$ cat src/rtl/key_pkg.sv
// Shared constants and types for the key debounce array: channel limits,
// default timing for a 50 MHz clock, and counter widths.
package key_pkg;

  localparam int KEY_NUM_MAX = 16;
  localparam int DB_CNT_W    = 20;
  localparam int HOLD_CNT_W  = 8;

  localparam logic [DB_CNT_W-1:0]   CNT_MAX_DEF      = 20'd999_999;
  localparam logic [HOLD_CNT_W-1:0] LONG_TICKS_DEF   = 8'd50;
  localparam logic [HOLD_CNT_W-1:0] REPEAT_TICKS_DEF = 8'd10;

  typedef enum logic [1:0] {
    HOLD_IDLE,
    HOLD_COUNT,
    HOLD_REPEAT
  } hold_state_e;

endpackage

$ cat src/rtl/key_debounce_ch.sv
// One key channel: 2-FF synchroniser, counter-based debouncer with press/release
// pulses, and a tick-driven hold tracker producing long-press and auto-repeat pulses.
module key_debounce_ch
  import key_pkg::*;
#(
  parameter logic [DB_CNT_W-1:0]   CNT_MAX      = CNT_MAX_DEF,
  parameter logic [HOLD_CNT_W-1:0] LONG_TICKS   = LONG_TICKS_DEF,
  parameter logic [HOLD_CNT_W-1:0] REPEAT_TICKS = REPEAT_TICKS_DEF
) (
  input  logic sys_clk,
  input  logic sys_rst_n,
  input  logic key_in_i,
  input  logic repeat_en_i,
  input  logic tick_i,
  output logic key_level_o,
  output logic key_press_o,
  output logic key_release_o,
  output logic key_long_o,
  output logic key_repeat_o
);

  logic                  sync1_q, sync2_q;
  logic                  raw_pressed;
  logic                  differs;
  logic                  flip;
  logic [DB_CNT_W-1:0]   db_cnt_q, db_cnt_d;
  logic                  level_q, press_q, release_q;
  hold_state_e           state_q;
  logic [HOLD_CNT_W-1:0] hold_q, rep_q;
  logic                  long_q, repeat_q;

  // Sync FFs idle at 1 so reset looks like a released key.
  always_ff @(posedge sys_clk or negedge sys_rst_n) begin
    if (!sys_rst_n) begin
      sync1_q <= 1'b1;
      sync2_q <= 1'b1;
    end else begin
      sync1_q <= key_in_i;
      sync2_q <= sync1_q;
    end
  end

  assign raw_pressed = ~sync2_q;
  assign differs     = raw_pressed != level_q;
  assign flip        = differs && (db_cnt_q == CNT_MAX);

  always_comb begin
    db_cnt_d = db_cnt_q + DB_CNT_W'(1);
    if (!differs || flip) db_cnt_d = '0;
  end

  always_ff @(posedge sys_clk or negedge sys_rst_n) begin
    if (!sys_rst_n) begin
      db_cnt_q  <= '0;
      level_q   <= 1'b0;
      press_q   <= 1'b0;
      release_q <= 1'b0;
    end else begin
      db_cnt_q  <= db_cnt_d;
      level_q   <= level_q ^ flip;
      press_q   <= flip & raw_pressed;
      release_q <= flip & ~raw_pressed;
    end
  end

  // A debounced edge restarts hold tracking and outranks any tick in the same cycle.
  always_ff @(posedge sys_clk or negedge sys_rst_n) begin
    if (!sys_rst_n) begin
      state_q  <= HOLD_IDLE;
      hold_q   <= '0;
      rep_q    <= '0;
      long_q   <= 1'b0;
      repeat_q <= 1'b0;
    end else begin
      long_q   <= 1'b0;
      repeat_q <= 1'b0;
      if (flip) begin
        state_q <= raw_pressed ? HOLD_COUNT : HOLD_IDLE;
        hold_q  <= '0;
        rep_q   <= '0;
      end else begin
        case (state_q)
          HOLD_IDLE: begin
            hold_q <= '0;
            rep_q  <= '0;
          end
          HOLD_COUNT: begin
            if (tick_i && (hold_q != LONG_TICKS)) begin
              hold_q <= hold_q + HOLD_CNT_W'(1);
              if (hold_q + HOLD_CNT_W'(1) == LONG_TICKS) begin
                long_q  <= 1'b1;
                rep_q   <= '0;
                state_q <= HOLD_REPEAT;
              end
            end
          end
          HOLD_REPEAT: begin
            if (tick_i) begin
              if (rep_q + HOLD_CNT_W'(1) >= REPEAT_TICKS) begin
                rep_q    <= '0;
                repeat_q <= repeat_en_i;
              end else begin
                rep_q <= rep_q + HOLD_CNT_W'(1);
              end
            end
          end
          default: state_q <= HOLD_IDLE;
        endcase
      end
    end
  end

  assign key_level_o   = level_q;
  assign key_press_o   = press_q;
  assign key_release_o = release_q;
  assign key_long_o    = long_q;
  assign key_repeat_o  = repeat_q;

endmodule

$ cat src/rtl/key_debounce_array.sv
// Array of independent debounced keys sharing one free-running prescaler that
// provides the hold-timing tick once per debounce period.
module key_debounce_array
  import key_pkg::*;
#(
  parameter int                    KEY_NUM      = 4,
  parameter logic [DB_CNT_W-1:0]   CNT_MAX      = CNT_MAX_DEF,
  parameter logic [HOLD_CNT_W-1:0] LONG_TICKS   = LONG_TICKS_DEF,
  parameter logic [HOLD_CNT_W-1:0] REPEAT_TICKS = REPEAT_TICKS_DEF
) (
  input  logic               sys_clk,
  input  logic               sys_rst_n,
  input  logic [KEY_NUM-1:0] key_in,
  input  logic [KEY_NUM-1:0] repeat_en,
  output logic [KEY_NUM-1:0] key_level,
  output logic [KEY_NUM-1:0] key_press,
  output logic [KEY_NUM-1:0] key_release,
  output logic [KEY_NUM-1:0] key_long,
  output logic [KEY_NUM-1:0] key_repeat
);

  logic [DB_CNT_W-1:0] presc_q, presc_d;
  logic                tick_q;

  always_comb begin
    presc_d = presc_q + DB_CNT_W'(1);
    if (presc_q == CNT_MAX) presc_d = '0;
  end

  always_ff @(posedge sys_clk or negedge sys_rst_n) begin
    if (!sys_rst_n) begin
      presc_q <= '0;
      tick_q  <= 1'b0;
    end else begin
      presc_q <= presc_d;
      tick_q  <= (presc_q == CNT_MAX);
    end
  end

  for (genvar i = 0; i < KEY_NUM; i++) begin : g_ch
    key_debounce_ch #(
      .CNT_MAX      (CNT_MAX),
      .LONG_TICKS   (LONG_TICKS),
      .REPEAT_TICKS (REPEAT_TICKS)
    ) u_ch (
      .sys_clk       (sys_clk),
      .sys_rst_n     (sys_rst_n),
      .key_in_i      (key_in[i]),
      .repeat_en_i   (repeat_en[i]),
      .tick_i        (tick_q),
      .key_level_o   (key_level[i]),
      .key_press_o   (key_press[i]),
      .key_release_o (key_release[i]),
      .key_long_o    (key_long[i]),
      .key_repeat_o  (key_repeat[i])
    );
  end

endmodule
$ cat config.mk
export PLATFORM = sky130hd
export DESIGN_NAME = key_debounce_array
export DESIGN_NICKNAME = d
export VERILOG_FILES = /design/src/rtl/key_pkg.sv /design/src/rtl/key_debounce_ch.sv /design/src/rtl/key_debounce_array.sv
export SDC_FILE = /design/constraint.sdc
export NUM_CORES = 1
export LEC_CHECK = 0
export CORE_MARGIN = 5
export CORE_UTILIZATION = 25
export CTS_BUF_LIST = sky130_fd_sc_hd__clkbuf_4
export CTS_CLUSTER_DIAMETER = 30
export DETAILED_ROUTE_END_ITERATION = 8
export PLACE_DENSITY = 0.48
export SLEW_MARGIN = 40
export SYNTH_ARGS = -nofsm -noshare
export SYNTH_HDL_FRONTEND = slang
export SYNTH_SLANG_ARGS = --single-unit
$ cat constraint.sdc
create_clock -name sys_clk -period 2.66 [get_ports sys_clk]
set_clock_uncertainty 0.05 [all_clocks]
set_input_delay 0.399 -clock sys_clk [delete_from_list [all_inputs] [get_ports sys_clk]]
set_output_delay 0.399 -clock sys_clk [all_outputs]
set_load 0.01 [all_outputs]
==> metrics <==
fillers 4,280; Critical Path Max Stage Delay 0.47 ns; RSZ-0062 raised after global routing false; Synth Cell Area 0.0103 mm^2; relative slew slack 55.8%; row cnt 74; initial core utilization 25.3%; Tmin final 2.42 ns; smallest setup slack after layout 0.238 ns; layout cell share with drive strength beyond 1 13.5%; Clk Latency, worst-skew pair 0.68 ns; sequential share of the synthesized area 48.7%; commonest non-fill, non-tap cell in the layout dfrtp_1; worst endpoint data arrival time 2.93 ns; post-synthesis adder-cell area fraction 4.48%; Post-Route WL 21.5 mm; synth-to-layout area growth 18.2%; DP Worst Slack 0.163 ns; LEAKAGE 0.00534 uW; status completed; Post-synth top flop dfrtp_1; CP Data Required Time 3.17 ns; H-Tree Depth 3; DR iter-0 viols 368; Worst VDD drop 225 uV; CP Class flip-flop to flip-flop; Die W 213 um; FF+latch count, synth 201; Final GP Congestion 0.812; cells along the critical path ha_1 > or3b_2 > o41ai_2 > or4b_1 > o21ai_2 > a21oi_4 > mux2_2; mux cell area share after synthesis 0.908%; DR vias/cell 4.53; worst hold margin 0.0946 ns; Post-synth EDFFs 0; final hold violations 0; footprint of the multi-input gates 0.00492 mm^2; GRT Util Overall 9.82%; crit path launch type flip-flop; post-route cell area 0.0122 mm^2; Reg clk slew, reported paths 0.06 ns; DRC Markers 0; mean post-synth cell area 9.81 um^2; CTS tree done; DRT Pass-1 Iters 4; Gate Count Post-Synth 1,054; Critical-path top delay cell or3b_2; Synth Area in Simple Gates 24.0%; Clock Path Buffers 3; yosys warns 0; post-DP HPWL 14.6 mm; fraction of registers with async set/reset 100%; setup_tns 0 ns; worst r2r src g_ch[3].u_ch.hold_q[1]$_DFFE_PN0P_; initial antenna violation count 2; total core area 0.0408 mm^2; first-pass GRT wire length 37.6 mm; Distinct cells, synth 73; CTS Buf Count 66; die area 0.0455 mm^2; WL/cell 12.5 um; fin crit share 91.1%; fin. max-slew vios 0; Max FO, Critical Path 8; Synthesized Nets 1,101; clock sinks 201; CP Capture Type flip-flop; ranking of synthesized cells by area dfrtp_1, xor2_1, nor2_1, ha_1, xnor2_1; main combinational cell family by area after synthesis simple AND/OR/NAND/NOR gates; vias in the first global route 7,834; largest area contributor in the netlist dfrtp_1; height of the die 213 um; Congestion Overflow GR 0; min-delay worst type primary input to flip-flop; top cell type's share of synthesized area 46.7%; post-route ant nets 0; vias post-DR 7,793; I/O pin count 30; Max-Cap Viols 0; Max Fclk 0.413 GHz; IO Port Bufs 29; min-delay src key_in[3]; Least-Margin Pin Slew 0.662 ns; pwr dens 550 mW/mm^2; XOR/XNOR Fraction of Synth Area 8.90%; nets 1,182; Finished Core Util 29.9%; # setup viols final 0; post-synthesis compound-gate area fraction 9.20%; post-place instance area 0.0113 mm^2; register area 0.00504 mm^2; Worst Setup SP g_ch[3].u_ch.hold_q[1]$_DFFE_PN0P_; largest net degree at the start of global routing 82; CTS root buffer clkbuf_4; commonest non-fill, non-tap cells in the layout dfrtp_1, nor2_1, clkbuf_4
==> kinds of logic (layout without fill, tap and decap cells) <==
family,Yosys count,after routing
AOI/OAI and AO/OA,140,140
buffers and inverters,81,212
xor gates and xnor gates,105,105
adders and majority gates,37,37
DFF,201,201
and+or+nand+nor,482,482
other,0,2
muxes,8,8
==> per-stage QoR <==
step / power, uW / std cells
after floorplan: 3200 / 1054
after global placement: 3320 / 1597
after detailed placement: 3320 / 1597
after CTS: 6920 / 1716
after global routing: 7120 / 1719
final: 6720 / 1719
==> timing repair <==
item                                    CTS  global route
endpoints found under the setup margin    0             2
setup buffers                             0             0
hold buffers                              1             1
hold endpoints to repair                 72             1
resized for setup                         0             1
==> final cells by class <==
type / count / area share, %
tap: 532 / 5.45
antenna: 2 / 0.0409
clock inverter: 30 / 2.04
inverter: 37 / 1.14
multi-input combinational: 772 / 40.2
timing repair buffer: 57 / 4.48
sequential: 201 / 41.2
clock buffer: 88 / 5.40
==> Yosys cell counts, drive strengths merged (6+ instances only) <==
| library cell | n |
|---|---|
| and3 | 42 |
| clkbuf | 15 |
| buf | 29 |
| dfstp | 8 |
| o21ai | 44 |
| inv | 37 |
| ha | 37 |
| o31ai | 7 |
| nor3b | 7 |
| nor2b | 8 |
| and2 | 16 |
| dfrtp | 193 |
| nor2 | 130 |
| xnor2 | 43 |
| nand3 | 72 |
| a21o | 6 |
| nand4 | 26 |
| a31o | 6 |
| or3 | 13 |
| and4 | 10 |
| xor2 | 62 |
| a31oi | 7 |
| nor3 | 30 |
| nand2b | 10 |
| nand2 | 84 |
| a21oi | 24 |
| nor4 | 7 |
==> where the power goes <==
part | internal [uW] | leakage [uW] | total, uW | switching (uW)
logic | 49.0 | 0.00206 | 150 | 101
registers | 3080 | 0.00276 | 3110 | 21.9
clock network | 2030 | 0.000529 | 3460 | 1430
total | 5170 | 0.00534 | 6720 | 1550
==> path summary, 6_finish.rpt <==
kind / cells past startpoint / slack (ns) / endpoint
setup / recovery: 7 / 0.24 / g_ch[3].u_ch.rep_q[1]$_DFFE_PN0P_
hold / removal: 1 / 0.09 / g_ch[3].u_ch.sync1_q$_DFF_PN1_
hold reg to reg: 0 / 0.30 / g_ch[0].u_ch.sync2_q$_DFF_PN1_
min in group asynchronous: 2 / 0.25 / g_ch[3].u_ch.db_cnt_q[19]$_DFF_PN0_
setup reg to reg: 7 / 0.24 / g_ch[3].u_ch.rep_q[1]$_DFFE_PN0P_
max in group asynchronous: 3 / 1.56 / g_ch[0].u_ch.hold_q[2]$_DFFE_PN0P_
==> worst max-delay path, delay by kind of cell, from the launching register on <==
kind	cells	cell delay, ns
muxes	1	0.36
and+or+nand+nor	2	0.66
adders and majority gates	1	0.17
DFF	1	0.44
AOI/OAI and AO/OA	3	0.60
==> registers in the layout (all words and copies together) (netlist names), 4 cells and up <==
signal,flops
g_ch.u_ch.key_level_o,4
g_ch.u_ch.db_cnt_q,80
g_ch.u_ch.rep_q,32
g_ch.u_ch.sync2_q,4
presc_q,20
g_ch.u_ch.key_repeat_o,4
g_ch.u_ch.hold_q,32
g_ch.u_ch.state_q,8
g_ch.u_ch.key_release_o,4
g_ch.u_ch.sync1_q,4
g_ch.u_ch.key_press_o,4
g_ch.u_ch.key_long_o,4
==> metal layers <==
metal  part of all wire (%)  vias up  global-route usage, %
met4                    2.6        0                   3.84
met3                    4.6       41                   3.29
met1                     49     3736                   13.3
li1                       -     3898                      -
met5                      0        -                      0
met2                     44      118                   14.6
Power figures use the tool's default switching activity.
